File: config.mk
export PLATFORM = sky130hd
export DESIGN_NAME = quad_encoder_tx
export DESIGN_NICKNAME = d
export VERILOG_FILES = /design/src/rtl/quad_encoder_tx.sv
export SDC_FILE = /design/constraint.sdc
export NUM_CORES = 1
export LEC_CHECK = 0
export ABC_AREA = 1
export ABC_CLOCK_PERIOD_IN_PS = 1400
export BUFFER_PORTS_ARGS = -buffer_cell sky130_fd_sc_hd__buf_4
export CORE_MARGIN = 10
export CORE_UTILIZATION = 51
export DETAILED_ROUTE_END_ITERATION = 8
export PLACE_DENSITY_LB_ADDON = 0.1
export SYNTH_ARGS = -nofsm -noshare
export SYNTH_HDL_FRONTEND = slang
export SYNTH_SLANG_ARGS = --single-unit
File: constraint.sdc
create_clock -name clk -period 1.4 [get_ports clk]
set_input_delay 0.21 -clock clk [delete_from_list [all_inputs] [get_ports clk]]
set_output_delay 0.21 -clock clk [all_outputs]
set_load 0.1 [all_outputs]
File: src/rtl/quad_encoder_tx.sv
// Quadrature generator: emits Gray-coded detent cycles on ROT_A/ROT_B for a
// (direction, detent count) command and tracks the net detent position mod 128.
module quad_encoder_tx #(
    parameter int unsigned PHASE_CYCLES = 4,
    parameter int unsigned GAP_CYCLES   = 8
) (
    input  logic       clk,
    input  logic       rst_n,
    input  logic       cmd_valid,
    output logic       cmd_ready,
    input  logic       cmd_dir,
    input  logic [6:0] cmd_steps,
    output logic       ROT_A,
    output logic       ROT_B,
    output logic       busy,
    output logic       done,
    output logic [6:0] position
);

    localparam int unsigned MAX_CYC = (PHASE_CYCLES > GAP_CYCLES) ? PHASE_CYCLES : GAP_CYCLES;
    localparam int unsigned CNT_W   = (MAX_CYC > 1) ? $clog2(MAX_CYC) : 1;
    localparam logic [CNT_W-1:0] PH_LAST  = CNT_W'(PHASE_CYCLES - 1);
    localparam logic [CNT_W-1:0] GAP_LAST = CNT_W'(GAP_CYCLES - 1);

    typedef enum logic [2:0] {StIdle, StPh1, StPh2, StPh3, StGap} state_t;

    state_t           state_q, state_d;
    logic [CNT_W-1:0] cnt_q, cnt_d;
    logic [6:0]       steps_q, steps_d;
    logic             dir_q, dir_d;
    logic [6:0]       pos_q, pos_d;
    logic             done_q, done_d;
    logic [1:0]       rot_q, rot_d;

    // State register; rot and done are registered so the pins are glitch-free.
    always_ff @(posedge clk) begin
        if (!rst_n) begin
            state_q <= StIdle;
            cnt_q   <= '0;
            steps_q <= '0;
            dir_q   <= 1'b0;
            pos_q   <= '0;
            done_q  <= 1'b0;
            rot_q   <= 2'b00;
        end else begin
            state_q <= state_d;
            cnt_q   <= cnt_d;
            steps_q <= steps_d;
            dir_q   <= dir_d;
            pos_q   <= pos_d;
            done_q  <= done_d;
            rot_q   <= rot_d;
        end
    end

    // Next-state: dwell counter, detent bookkeeping and command acceptance.
    always_comb begin
        state_d = state_q;
        cnt_d   = cnt_q + 1'b1;
        steps_d = steps_q;
        dir_d   = dir_q;
        pos_d   = pos_q;
        done_d  = 1'b0;
        case (state_q)
            StIdle: begin
                cnt_d = '0;
                if (cmd_valid) begin
                    dir_d = cmd_dir;
                    if (cmd_steps != 7'd0) begin
                        steps_d = cmd_steps;
                        state_d = StPh1;
                    end else begin
                        // Zero-step command completes immediately without touching ROT.
                        done_d = 1'b1;
                    end
                end
            end
            StPh1: begin
                if (cnt_q == PH_LAST) begin
                    cnt_d   = '0;
                    state_d = StPh2;
                end
            end
            StPh2: begin
                if (cnt_q == PH_LAST) begin
                    cnt_d   = '0;
                    state_d = StPh3;
                end
            end
            StPh3: begin
                if (cnt_q == PH_LAST) begin
                    cnt_d   = '0;
                    state_d = StGap;
                    steps_d = steps_q - 7'd1;
                    pos_d   = dir_q ? (pos_q - 7'd1) : (pos_q + 7'd1);
                end
            end
            StGap: begin
                if (cnt_q == GAP_LAST) begin
                    cnt_d = '0;
                    if (steps_q != 7'd0) begin
                        state_d = StPh1;
                    end else begin
                        state_d = StIdle;
                        done_d  = 1'b1;
                    end
                end
            end
            default: begin
                state_d = StIdle;
                cnt_d   = '0;
            end
        endcase
    end

    // Channel pattern decoded from the next state so ROT moves on the same edge as the FSM.
    always_comb begin
        rot_d = 2'b00;
        case (state_d)
            StPh1:   rot_d = dir_d ? 2'b01 : 2'b10;
            StPh2:   rot_d = 2'b11;
            StPh3:   rot_d = dir_d ? 2'b10 : 2'b01;
            default: rot_d = 2'b00;
        endcase
    end

    assign ROT_A     = rot_q[1];
    assign ROT_B     = rot_q[0];
    assign busy      = (state_q != StIdle);
    assign cmd_ready = (state_q == StIdle);
    assign done      = done_q;
    assign position  = pos_q;

endmodule

== Word level (Yosys, flattened, before mapping) ==
Index checks and enable logic that the tools add are counted.
Cells by class
  reduce and logical (&&, ||, !) cells: 8
  shift-type cells: 0
  $mul: 0
  multiplexer cells: 26
  bitwise logic cells: 0
  div/mod/pow operators: 0
  add/subtract/negate cells: 4
  eq/ne operators: 12
  order comparisons: 0
Operators by type and width (count)
  two-way mux 7 bit: 4
  two-way mux 3 bit: 8
  equality test 3 x 2 -> 1 bit (second input constant): 5
  one-hot mux 3 bit (5 select lines): 1
  one-hot mux 7 bit (2 select lines): 1
  nonzero test 7 bit: 2
  subtractor 7 x 1 -> 7 bit (second input constant): 2
  adder 7 x 1 -> 7 bit (second input constant): 1
  two-way mux 1 bit: 7
  equality test 3 x 1 -> 1 bit (second input constant): 2
  equality test 3 bit (second input constant): 2
  one-hot mux 2 bit (3 select lines): 1
  one-hot mux 3 bit (2 select lines): 1
  two-way mux 2 bit: 2
  inequality test 2 bit (second input constant): 2
  AND reduction 4 bit: 1
  adder 3 x 1 -> 3 bit (second input constant): 1
  zero test 3 bit: 1
  nonzero test 3 bit: 1
  OR reduction 3 bit: 1
  inequality test 2 x 1 -> 1 bit (second input constant): 1
  one-hot mux 1 bit (2 select lines): 1
  AND reduction 2 bit: 1
  nonzero test 2 bit: 1
Storage, ports and cells
  memory bits (writable): 0
  logic and storage cells: 57
  latch bits: 0
  input bits: 11
  output and inout bits: 12
  memory bits (read-only): 0
  memories: 0
  register bits: 24

== Depth between registers and ports, before layout ==
Gate-level depths: netlist of the first run.
  depth in word-level cells: 6
  depth in mapped cells: 10
  depth with buffers taken out: 10

== Least setup slack after synthesis of the first run ==
OpenSTA, ideal clock, no wires.
  path kind: reg2reg
  start: reg pos_q[0], in the netlist position[0]
  end: reg pos_q[4], in the netlist position[4]
  data arrival time: 2.106 ns
  clock period less this slack: 2.219 ns
  slack: -0.819 ns
  stages on the path, launching flop included: 8
  required time: 1.286 ns
  library setup time: 0.114 ns
  path buffers: 0
  path through: dfxtp_1 inv_1 fa_1 inv_1 a31oi_1 xnor2_1 o21bai_1 inv_1
On the way
  cells in the longest elaborated chain, start to end: 2
  elaborated cells on any way between the ends: 3
  those cells by class: add/sub (2); mux (1)
Ends and longest elaborated chain
  start: declaration: line 31  | logic [6:0] pos_q, pos_d;
  start signal: assignment: line 50  | pos_q <= pos_d;
  adder 7 x 1 -> 7 bit / subtractor 7 x 1 -> 7 bit (equally long branches): line 95  | pos_d = dir_q ? (pos_q - 7'd1) : (pos_q + 7'd1);
  two-way mux 7 bit (*): line 95
Mark *: on every way between the ends. The rest lies on a longest branch, timed or not.
A chain may end at the register's enable or synchronous reset.

== Worst setup path in the final report of the first run ==
  start: reg dir_q
  end: reg pos_q[5], in the netlist position[5]
On the way
  cells in the longest elaborated chain, start to end: 1
Ends and longest elaborated chain
  start: declaration: line 30  | logic dir_q, dir_d;
  start signal: assignment: line 49  | dir_q <= dir_d;
  two-way mux 7 bit: line 95
No other way between the ends.

==> metrics.yaml, run 1 <==
detailed_routing:
  route.final.wire_length_um: 6270
  dr.pass1.iters: 5
  drt_iter0_markers: 242
  detail_route.drc_violations: 0
  antenna_violating_nets_post_route: 0
  num_vias: 1947
  routed_via_density: 6.16
  detailed_route_wire_length_per_cell_um: 19.9
finish:
  area.sequential_um2: 518
  layout.nets: 308
  layout.cells.most_common: "sky130_fd_sc_hd__buf_4"
  layout.cells.most_common_list: "sky130_fd_sc_hd__buf_4 (54), sky130_fd_sc_hd__nand2_1 (37), sky130_fd_sc_hd__inv_1 (21)"
  multi_input_area_um2: 1190
  final_util: 0.882
  syn_to_final_growth_pct: 60.9
  filler_cell_count: 124
  insertedDiodeCount: 0
  post_route_cells_drive_above_1_share: 0.526
  layout.cell_area.non_filler_um2: 2490
grt:
  grt_start_max_net_pins: 15
  grt-ovfl-total: 0
  grtUsageTotal: 0.184
  vias_in_the_first_global_route: 1707
  global_route_wire_length_before_repair_um: 8020
  grt_antenna_before_repair: 0
run_status:
  outcome: "finished, violations left"
  failed_checks: "setup timing"
synthesis:
  synth_area_per_cell_um2: 7.11
  synthesis.instances: 218
  sequential_fraction_of_the_synthesis_area: 0.310
  synth.cell_area_um2: 1550
  synthesis.nets: 240
  synth.distinct_cells: 33
  yosysWarningCount: 0
  flip_flop_and_latch_count_after_synthesis: 24
clocking:
  clk-insertion-delay-late_ns: 0.34
  h_tree_levels: 1
  post_cts_hold_buffer_count: 0
  cts_tree: "yes"
  clock_sinks: 24
  clockBufferDepth: 2
  cts.clk_slew.worst_paths_ns: 0.14
  num_cts_buffers: 3
  cts-root-buf: "sky130_fd_sc_hd__clkbuf_4"
pwr:
  p_per_area_nw_per_um2: 653
  worst_ir_drop_vdd_v: 0.000790
  total_leakage_power_uw: 0.00111
  power.total_uw: 1630
sta:
  slew_at_the_pin_closest_to_its_max_slew_limit_ns: 0.446
  worst_slew_margin_rel: 0.701
  rsz0062_at_grt: "yes"
  timing.final.ws_setup_ns: -0.266
  worst_clock_skew_ns: 0.00386
  timing.final.setup_violations: 20
  final.setup.tns_ns: -1.87
  finalMaxSlewViolations: 0
  hold_viol_final: 0
  fin_crit_ns: 1.67
  max_freq_mhz: 600
  final_min_period_over_clock_period: 1.19
floorplanning:
  floorplan.core_area_um2: 2830
  top_level_ports: 23
  die_y_um: 75.1
  count_of_standard_cell_rows: 19
  die_width_um: 75.1
  floorplan.initialDensity: 0.548
  fp.dieArea_um2: 5650
placed_design:
  dpl-instance-area_um2: 2030
  hpwl_reported_at_the_end_of_detailed_placement_um: 2950
  port_buffer_count: 22
  routabilityCongestion: 0.862
setup_path:
  critPathRequiredTime_ns: 1.65
  critical_path_class: "reg -> reg"
  critical_path_peak_fanout: 6
  critPathCaptureType: "flop"
  arrival_ns: 1.91
  startpoint_type: "flop"
hold_path:
  timing.hold.worst.class: "in -> reg"
run:
  drv.max_cap_violation_count: 0
cells in the mapped netlist:
cell                       instances  area [um^2]
sky130_fd_sc_hd__xnor2_1           2         17.5
sky130_fd_sc_hd__nand2_2           1         6.26
sky130_fd_sc_hd__clkinv_1          1         3.75
sky130_fd_sc_hd__inv_1            31          116
sky130_fd_sc_hd__nand2_1          47          176
sky130_fd_sc_hd__nand4_1           5         31.3
sky130_fd_sc_hd__nand3_2           1         10.0
sky130_fd_sc_hd__buf_2             1         5.00
sky130_fd_sc_hd__o21ai_1           1         5.00
sky130_fd_sc_hd__a31oi_1           1         6.26
sky130_fd_sc_hd__or2_2             5         31.3
sky130_fd_sc_hd__buf_6             1         11.3
sky130_fd_sc_hd__nor3b_4           1         18.8
sky130_fd_sc_hd__nor3_1            1         5.00
sky130_fd_sc_hd__o21ai_0          14         70.1
sky130_fd_sc_hd__dfxtp_1          24          480
sky130_fd_sc_hd__o21bai_1          2         15.0
sky130_fd_sc_hd__xor2_1            2         17.5
sky130_fd_sc_hd__ha_1             10          125
sky130_fd_sc_hd__nand2_4           3         33.8
sky130_fd_sc_hd__a21o_1            1         7.51
sky130_fd_sc_hd__o21ai_2           1         8.76
sky130_fd_sc_hd__nor2_4            3         33.8
sky130_fd_sc_hd__nor2_1           13         48.8
sky130_fd_sc_hd__fa_1              1         20.0
sky130_fd_sc_hd__nor4_1            1         6.26
sky130_fd_sc_hd__a21oi_1          19         95.1
sky130_fd_sc_hd__inv_4             2         12.5
sky130_fd_sc_hd__nand3_1          16         80.1
sky130_fd_sc_hd__o21a_1            2         15.0
sky130_fd_sc_hd__inv_2             3         11.3
sky130_fd_sc_hd__nand3_4           1         17.5
sky130_fd_sc_hd__a211oi_1          1         7.51
per-layer routing:
layer / vias to the layer above / track usage / share of wire
met5: - / 0 / 0
met4: 0 / 0.0742 / 0.065
met3: 53 / 0.0618 / 0.080
met2: 122 / 0.315 / 0.48
met1: 921 / 0.205 / 0.37
li1: 851 / - / -
critical path, cell delays in order, from the launching register on:
cell,delay (ns)
sky130_fd_sc_hd__dfxtp_4,0.40
sky130_fd_sc_hd__buf_4,0.15
sky130_fd_sc_hd__ha_4,0.29
sky130_fd_sc_hd__nand2_1,0.07
sky130_fd_sc_hd__inv_2,0.07
sky130_fd_sc_hd__nand4_1,0.17
sky130_fd_sc_hd__nand4_1,0.18
sky130_fd_sc_hd__nand3_1,0.11
sky130_fd_sc_hd__nand2_1,0.09
sky130_fd_sc_hd__inv_1,0.05
path summary, 6_finish.rpt:
| path | cells past startpoint | slack [ns] | to | from |
|---|---|---|---|---|
| setup / recovery | 9 | -0.27 | position[5] | dir_q |
| hold / removal | 4 | 0.18 | done | cmd_steps[5] |
| setup reg to reg | 9 | -0.27 | position[5] | dir_q |
| hold reg to reg | 2 | 0.49 | steps_q[5] | steps_q[5] |
flip-flops by register name, summed over array words and instances (netlist names):
register / count
cnt_q: 3
dir_q: 1
done: 1
position: 7
rot_q: 2
state_q: 3
steps_q: 7
where the power goes:
group,switching [uW],total (uW),internal [uW]
registers,25.8,721,695
clock network,230,343,112
logic,312,566,254
total,569,1630,1060
kinds of logic (layout without fill, tap and decap cells):
logic type	count (synthesis)	after routing	synth area share
AND/OR/NAND/NOR	98	99	0.322
adder cells (fa/ha/maj)	11	11	0.0936
flip-flops	24	24	0.310
XOR/XNOR	4	4	0.0226
buffers and inverters	39	105	0.103
AO/OA/AOI/OAI	42	42	0.149
metrics by stage:
stage                     worst slack [ns]  hold slack, ns  instances
final                               -0.266           0.181        316
after global routing                -0.310           0.190        316
after CTS                           -0.132           0.181        307
after detailed placement            -0.137           0.444        293
after global placement             -0.0835           0.426        293
after floorplan                     -0.142           0.362        218
cell type report:
cell class	instances	area share
multi-input cells	156	0.476
inverters	37	0.0672
flip-flops and latches	24	0.208
well taps	31	0.0155
repair buffers	64	0.223
clock buffers	4	0.0105
timing repair:
item	4_1_cts	5_1_grt
endpoints found under the setup margin	19	21
setup buffers	10	8
pin swaps	19	23
cloned	0	1
gates resized for setup	33	45
Power figures use the tool's default switching activity.
==> run 2: changes to the inputs <==
--- a/config.mk
+++ b/config.mk
@@ -8,8 +8,9 @@
 export ABC_AREA = 1
 export ABC_CLOCK_PERIOD_IN_PS = 1400
 export BUFFER_PORTS_ARGS = -buffer_cell sky130_fd_sc_hd__buf_4
-export CORE_MARGIN = 10
-export CORE_UTILIZATION = 51
+export CORE_MARGIN = 1.5
+export CORE_UTILIZATION = 53
+export CTS_BUF_LIST = sky130_fd_sc_hd__clkbuf_4 sky130_fd_sc_hd__clkbuf_8
 export DETAILED_ROUTE_END_ITERATION = 8
 export PLACE_DENSITY_LB_ADDON = 0.1
 export SYNTH_ARGS = -nofsm -noshare
==> run 2 against run 1 <==
Compared with the run above:
- the flow still finishes with violations (setup timing)
- worst setup slack gained 0.021 ns
- utilization rose by 0.19 points
- non-clock buffer count shrank 8
- clock-buffer cell count is 1 lower
- combinational power down 10%
- fmax grew 1.3%
- critical endpoint is now position[6]
- highest routed layer unchanged
==> metrics.yaml, run 2 (synthesis gave the netlist of run 1 again) <==
run_status:
  outcome: "finished, violations left"
  failed_checks: "setup timing"
setup_path:
  critical_path_peak_fanout: 6  # unchanged
  worst_setup_path_startpoint: "dir_q"
  critPathRequiredTime_ns: 1.66  # about the same
  worst-r2r-cell-count: 10  # +1
  timing.reg2reg.setup_slack_ns: -0.24  # +0.02 ns
  startpoint_type: "flop"
  worstSetupEndpoint: "position[6]"
  critPathCaptureType: "flop"
  arrival_ns: 1.90  # about the same
  destination_of_the_worst_register_to_register_timing_path: "position[6]"
  critical_path_class: "reg -> reg"
  r2r-start: "dir_q"
run:
  drv.max_cap_violation_count: 0  # unchanged
clocking:
  post_cts_hold_buffer_count: 0  # unchanged
  clockBufferDepth: 2  # unchanged
  cts-root-buf: "sky130_fd_sc_hd__clkbuf_4"
  clk-insertion-delay-late_ns: 0.33  # about the same
  cts.clk_slew.worst_paths_ns: 0.15  # about the same
  cts_tree: "yes"
  num_cts_buffers: 3  # unchanged
  h_tree_levels: 1  # unchanged
  clock_sinks: 24  # unchanged
pwr:
  power.total_uw: 1750  # +7.6%
  internal-power_uw: 1200  # +13%
  p_clk_frac: 0.298  # +0.088
  share_seq_of_total_power: 0.412  # -0.030
  power.switching_uw: 549  # -3.4%
  worst_ir_drop_vdd_v: 0.000653  # -17%
  combinationalPowerShare: 0.290  # -0.057
  total_leakage_power_uw: 0.00108  # -2.8%
  p_per_area_nw_per_um2: 719  # +10%
  swShare: 0.313  # -0.0357
sta:
  final.setup.tns_ns: -1.17  # +0.694 ns
  hold_viol_final: 0  # unchanged
  worst_slew_margin_rel: 0.737  # +0.0359
  max_freq_mhz: 608  # +1.3%
  finalMaxSlewViolations: 0  # unchanged
  final_min_period_over_clock_period: 1.17  # -0.0148
  fin_crit_ns: 1.64  # -0.0207 ns
  worst_clock_skew_ns: 0.0133  # +0.00947 ns
  timing.final.ws_setup_ns: -0.245  # +0.0207 ns
  slew_at_the_pin_closest_to_its_max_slew_limit_ns: 0.393  # -0.0536 ns
  rsz0062_at_grt: "yes"
  timing.final.setup_violations: 12  # -40%
placed_design:
  placed_cells: 287  # -2.0%
  dpl-instance-area_um2: 1980  # -2.8%
  hpwl_reported_at_the_end_of_detailed_placement_um: 2870  # -2.9%
  placement.setup.worst_slack_ns: -0.170  # -0.0326 ns
  routabilityCongestion: 0.919  # +6.7%
  port_buffer_count: 22  # unchanged
grt:
  grtUsageTotal: 0.289  # +0.106
  vias_in_the_first_global_route: 1665  # -2.5%
  grt_start_max_net_pins: 15  # unchanged
  global_route_wire_length_before_repair_um: 7300  # -8.9%
  grt-ovfl-total: 0  # unchanged
  grt_antenna_before_repair: 0  # unchanged
detailed_routing:
  num_vias: 1818  # -6.6%
  met3WireLength_um: 422  # -16%
  routed_via_density: 5.90  # -4.2%
  drt_iter0_markers: 154  # -36%
  met1_routed_length_um: 2020  # -13%
  detail_route_met2_wl_um: 2870  # -5.7%
  dr.pass1.iters: 5  # unchanged
  top_layer_used: "met4"
  route.final.wire_length_um: 5690  # -9.4%
  detailed_route_wire_length_per_cell_um: 18.5  # -7.0%
  antenna_violating_nets_post_route: 0  # unchanged
  detail_route.drc_violations: 0  # unchanged
floorplanning:
  die_width_um: 57.1  # -24%
  floorplan.core_area_um2: 2760  # -2.5%
  fp.dieArea_um2: 3260  # -42%
  count_of_standard_cell_rows: 19  # unchanged
  top_level_ports: 23  # unchanged
  die_y_um: 57.1  # -24%
  floorplan.initialDensity: 0.562  # +0.0142
finish:
  layout.cell_area.non_filler_um2: 2440  # -2.3%
  final_cells: 308  # -2.5%
  layout.cells.most_common: "sky130_fd_sc_hd__buf_4"
  post_route_cells_drive_above_1_share: 0.513  # -0.0137
  filler_cell_count: 121  # -2.4%
  syn_to_final_growth_pct: 57.2
  layout.nets: 300  # -2.6%
  layout.cells.most_common_list: "sky130_fd_sc_hd__buf_4 (48), sky130_fd_sc_hd__nand2_1 (36), sky130_fd_sc_hd__inv_1 (20)"
  insertedDiodeCount: 0  # unchanged
hold_path:
  timing.hold.worst.class: "in -> reg"
run 2: cell types whose count changed in the layout (fill, tap and decap cells not counted), sizes merged:
cell and delta:
clkbuf -1, bufinv +1, buf -8
run 2: cell type report:
class | instances | area [um^2] | area share
Tap cell | 31 | 38.8 | 0.0159
Multi-Input combinational cell | 156 | 1180 | 0.485
Inverter | 37 | 163 | 0.0667
Timing Repair Buffer | 56 | 484 | 0.199
Clock inverter | 1 | 30.0 | 0.0123
Clock buffer | 3 | 22.5 | 0.00924
Sequential cell | 24 | 518 | 0.213
run 2: per-layer routing:
layer / global-route usage / vias to the layer above
li1: - / 825
met1: 0.321 / 838
met2: 0.519 / 112
met3: 0.0499 / 43
met4: 0.163 / 0
met5: 0 / -
run 2: how the worst min path moves through the flow:
stage,startpoint,end,cells after the start
CTS,cmd_dir,dir_q,3
detailed placement,cnt_q[0],cnt_q[0],1
floorplan,cmd_dir,dir_q,2
finish,cmd_dir,dir_q,3
global placement,cnt_q[0],cnt_q[0],1
global route,cmd_dir,dir_q,3
run 2: worst max-delay path: stages (launching register included):
cell and delay (ns):
sky130_fd_sc_hd__dfxtp_4 0.41, sky130_fd_sc_hd__buf_6 0.13, sky130_fd_sc_hd__ha_4 0.31, sky130_fd_sc_hd__nand2_2 0.08, sky130_fd_sc_hd__nand2_2 0.10, sky130_fd_sc_hd__nand2_1 0.09
sky130_fd_sc_hd__nand3_1 0.12, sky130_fd_sc_hd__nand2_1 0.08, sky130_fd_sc_hd__nand2_1 0.06, sky130_fd_sc_hd__nand2_1 0.06, sky130_fd_sc_hd__a21oi_1 0.14
run 2: what timing repair did:
| action | 4_1_cts | 5_1_grt |
|---|---|---|
| pin swaps | 13 | 26 |
| cloned | 0 | 1 |
| resized for setup | 37 | 36 |
| endpoints found under the setup margin | 17 | 19 |
| setup buffers | 4 | 12 |
| hold endpoints to repair | 0 | 0 |
run 2: power by group through the flow:
stage	Combinational (uW)	Clock, uW	Sequential [uW]
floorplan	220	0	754
global placement	350	0	732
detailed placement	364	0	734
CTS	403	515	721
global route	531	564	726
finish	507	522	723
run 2: per-stage QoR:
| stage | hold slack [ns] | utilization |
|---|---|---|
| 2_1_floorplan | 0.362 | - |
| 3_3_place_gp | 0.425 | 0.716 |
| 3_5_place_dp | 0.438 | 0.716 |
| 4_1_cts | 0.142 | 0.800 |
| 5_1_grt | 0.157 | 0.884 |
| 6_report | 0.164 | 0.884 |
==> run 3: changes to the inputs <==
--- a/config.mk
+++ b/config.mk
@@ -5,7 +5,6 @@
 export SDC_FILE = /design/constraint.sdc
 export NUM_CORES = 1
 export LEC_CHECK = 0
-export ABC_AREA = 1
 export ABC_CLOCK_PERIOD_IN_PS = 1400
 export BUFFER_PORTS_ARGS = -buffer_cell sky130_fd_sc_hd__buf_4
 export CORE_MARGIN = 1.5
@@ -13,6 +12,7 @@
 export CTS_BUF_LIST = sky130_fd_sc_hd__clkbuf_4 sky130_fd_sc_hd__clkbuf_8
 export DETAILED_ROUTE_END_ITERATION = 8
 export PLACE_DENSITY_LB_ADDON = 0.1
+export SKIP_CTS_REPAIR_TIMING = 1
 export SYNTH_ARGS = -nofsm -noshare
 export SYNTH_HDL_FRONTEND = slang
 export SYNTH_SLANG_ARGS = --single-unit
==> run 3 against run 2 <==
Compared with the run above:
- the run still ends with setup timing left
- synthesized cell count decreased by 13%
- sequential share of layout area decreased by 0.39 points
- total power decreased by 11%
- fmax decreased by 8.0%
- sequential power about the same
==> metrics.yaml, run 3 <==
floorplanning:
  floorplan.core_area_um2: 2760  # unchanged
  die_width_um: 57.0  # -0.16%
  floorplan.initialDensity: 0.560  # -0.00181
  top_level_ports: 23  # unchanged
  die_y_um: 57.0  # -0.16%
  count_of_standard_cell_rows: 19  # unchanged
  fp.dieArea_um2: 3250  # -0.32%
sta:
  finalMaxSlewViolations: 0  # unchanged
  final_min_period_over_clock_period: 1.28  # +0.102
  hold_viol_final: 0  # unchanged
  worst_clock_skew_ns: 0.0147  # +0.00136 ns
  timing.final.ws_setup_ns: -0.388  # -0.143 ns
  max_freq_mhz: 559  # -8.0%
  rsz0062_at_grt: "yes"
  slew_at_the_pin_closest_to_its_max_slew_limit_ns: 0.373  # -0.0198 ns
  timing.final.setup_violations: 21  # +9
  worst_slew_margin_rel: 0.751  # +0.0139
  fin_crit_ns: 1.79  # +0.143 ns
clocking:
  clockBufferDepth: 2  # unchanged
  clock_sinks: 24  # unchanged
  cts.clk_slew.worst_paths_ns: 0.15  # about the same
  clk-insertion-delay-late_ns: 0.35  # +0.02 ns
  cts-root-buf: "sky130_fd_sc_hd__clkbuf_4"
  cts_tree: "yes"
  num_cts_buffers: 3  # unchanged
  h_tree_levels: 1  # unchanged
pwr:
  share_seq_of_total_power: 0.460  # +0.048
  total_leakage_power_uw: 0.00104  # -3.9%
  power.switching_uw: 517  # -5.8%
  combinationalPowerShare: 0.300  # +0.010
  p_per_area_nw_per_um2: 636  # -12%
  p_clk_frac: 0.240  # -0.058
  worst_ir_drop_vdd_v: 0.000759  # +16%
  swShare: 0.330  # +0.0165
  power.total_uw: 1570  # -11%
  internal-power_uw: 1050  # -13%
finish:
  insertedDiodeCount: 0  # unchanged
  layout.cells.most_common_list: "sky130_fd_sc_hd__buf_4 (65), sky130_fd_sc_hd__nand2_1 (22), sky130_fd_sc_hd__dfxtp_1 (11)"
  layout.cell_area.non_filler_um2: 2460  # +1.1%
  layout.nets: 283  # -5.7%
  post_route_cells_drive_above_1_share: 0.538  # +0.0258
  layout.cells.most_common: "sky130_fd_sc_hd__buf_4"
  final_cells: 291  # -5.5%
  syn_to_final_growth_pct: 59.5
placed_design:
  placed_cells: 279  # -2.8%
  placement.setup.worst_slack_ns: -0.308  # -0.138 ns
  hpwl_reported_at_the_end_of_detailed_placement_um: 3000  # +4.6%
  dpl-instance-area_um2: 2170  # +9.6%
  port_buffer_count: 22  # unchanged
  routabilityCongestion: 0.860  # -6.4%
setup_path:
  crit_slowest_cell: "sky130_fd_sc_hd__or4_4"
  critPathRequiredTime_ns: 1.69  # +0.03 ns
  critical_path_peak_fanout: 6  # unchanged
  arrival_ns: 2.08  # +0.18 ns
  crit_chain: "ha_4, ha_4, nand2_1, or4_4, o211ai_1, mux2i_1"
  cp_common_cell: "sky130_fd_sc_hd__ha_4"
  critPathMaxStageDelay_ns: 0.44  # +0.03 ns
  critPathCaptureType: "flop"
  path_delay_family: "simple AND/OR/NAND/NOR gates"
  startpoint_type: "flop"
  critical_path_class: "reg -> reg"
  worstPathBufferInverterCount: 0  # -1
synthesis:
  synth.distinct_cells: 52  # +58%
  synth_area_per_cell_um2: 8.13  # +14%
  synthesis.nets: 212  # -12%
  yosys_most_used_dff: "sky130_fd_sc_hd__dfxtp_1"
  postSynth.asyncResetShare: 0  # unchanged
  synthesis.instances: 190  # -13%
  yosysWarningCount: 0  # unchanged
  synth_commonest_cells: "sky130_fd_sc_hd__dfxtp_1 (24), sky130_fd_sc_hd__nand2_1 (24), sky130_fd_sc_hd__inv_1 (12)"
  flip_flop_and_latch_count_after_synthesis: 24  # unchanged
  yosys.area.top_type: "sky130_fd_sc_hd__dfxtp_1"
  synth_enable_flop_cells: 0  # unchanged
  sequential_fraction_of_the_synthesis_area: 0.311  # +0.00100
  synth.top_cell.area_share: 0.311  # +0.00100
  synthTopCellsByArea: "sky130_fd_sc_hd__dfxtp_1 (31%), sky130_fd_sc_hd__ha_1 (8.1%), sky130_fd_sc_hd__nand2_1 (5.8%)"
  synth.cell_area_um2: 1550  # -0.32%
grt:
  vias_in_the_first_global_route: 1574  # -5.5%
  global_route_wire_length_before_repair_um: 6800  # -6.8%
  grtUsageTotal: 0.264  # -0.0249
  grt_antenna_before_repair: 0  # unchanged
  grt-ovfl-total: 0  # unchanged
  grt_start_max_net_pins: 29  # +14
hold_path:
  timing.hold.worst.class: "in -> reg"
detailed_routing:
  drt_iter0_markers: 77  # -50%
  num_vias: 1708  # -6.1%
  routed_via_density: 5.87  # -0.56%
  detailed_route_wire_length_per_cell_um: 17.4  # -5.9%
  antenna_violating_nets_post_route: 0  # unchanged
  dr.pass1.iters: 4  # -1
  route.final.wire_length_um: 5060  # -11%
  detail_route.drc_violations: 0  # unchanged
run:
  drv.max_cap_violation_count: 0  # unchanged
run_status:
  outcome: "finished, violations left"
  failed_checks: "setup timing"
[run 3: cell count changes in the layout (fill, tap and decap cells not counted), moves of 4 or more]
cell	delta
sky130_fd_sc_hd__buf_4	+17
sky130_fd_sc_hd__inv_2	-7
sky130_fd_sc_hd__nand2_2	-10
sky130_fd_sc_hd__o21ai_0	-7
sky130_fd_sc_hd__nand3_1	-10
sky130_fd_sc_hd__nand2_1	-14
sky130_fd_sc_hd__nor2_4	-4
sky130_fd_sc_hd__nand3b_1	+6
sky130_fd_sc_hd__inv_1	-15
sky130_fd_sc_hd__o21ai_1	+4
sky130_fd_sc_hd__a21oi_1	-10
sky130_fd_sc_hd__nor2b_1	+6
[run 3: logic make-up after synthesis]
group,after synthesis,synth area share
muxes,3,0.0219
and+or+nand+nor,78,0.279
adders and majority gates,11,0.0939
xor gates and xnor gates,3,0.0170
DFF,24,0.311
AOI/OAI and AO/OA,50,0.219
buffers and inverters,21,0.0583
[run 3: worst paths after layout]
kind	start	to	slack [ns]	depth (start not counted)
worst max-delay path	cnt_q[0]	position[6]	-0.39	6
worst min register to register	cnt_q[0]	cnt_q[0]	0.48	1
worst max register to register	cnt_q[0]	position[6]	-0.39	6
worst min-delay path	cmd_dir	dir_q	0.19	3
[run 3: routing by layer]
layer / global-route usage / wire length [um] / vias to the layer above
li1: - / - / 820
met1: 0.338 / 1990 / 793
met2: 0.447 / 2630 / 74
met3: 0.0317 / 251 / 21
met4: 0.123 / 184 / 0
met5: 0 / 0 / -
[run 3: per-stage QoR]
| step | utilization | hold slack [ns] | setup TNS, ns |
|---|---|---|---|
| floorplan | - | 0.404 | -2.91 |
| global placement | 0.785 | 0.415 | -2.65 |
| detailed placement | 0.785 | 0.437 | -3.47 |
| CTS | 0.796 | 0.195 | -4.95 |
| global route | 0.894 | 0.214 | -6.09 |
| finish | 0.894 | 0.186 | -5.10 |
[run 3: worst min-delay path, delay by kind of cell]
family | cells | cell delay, ns
muxes | 1 | 0.08
and+or+nand+nor | 1 | 0.13
buffers and inverters | 1 | 0.09
[run 3: area by class of cell]
class	count	area, um^2
timing repair buffer	74	619
clock buffer	4	30.0
sequential	24	514
tap	31	38.8
multi-input combinational	146	1210
fill	125	293
inverter	12	51.3
[run 3: power groups by stage]
stage	clock, uW	combinational [uW]	sequential (uW)
after global routing	385	499	723
after floorplan	0	196	760
final	376	471	721
after global placement	0	370	728
after detailed placement	0	380	730
after CTS	365	382	715
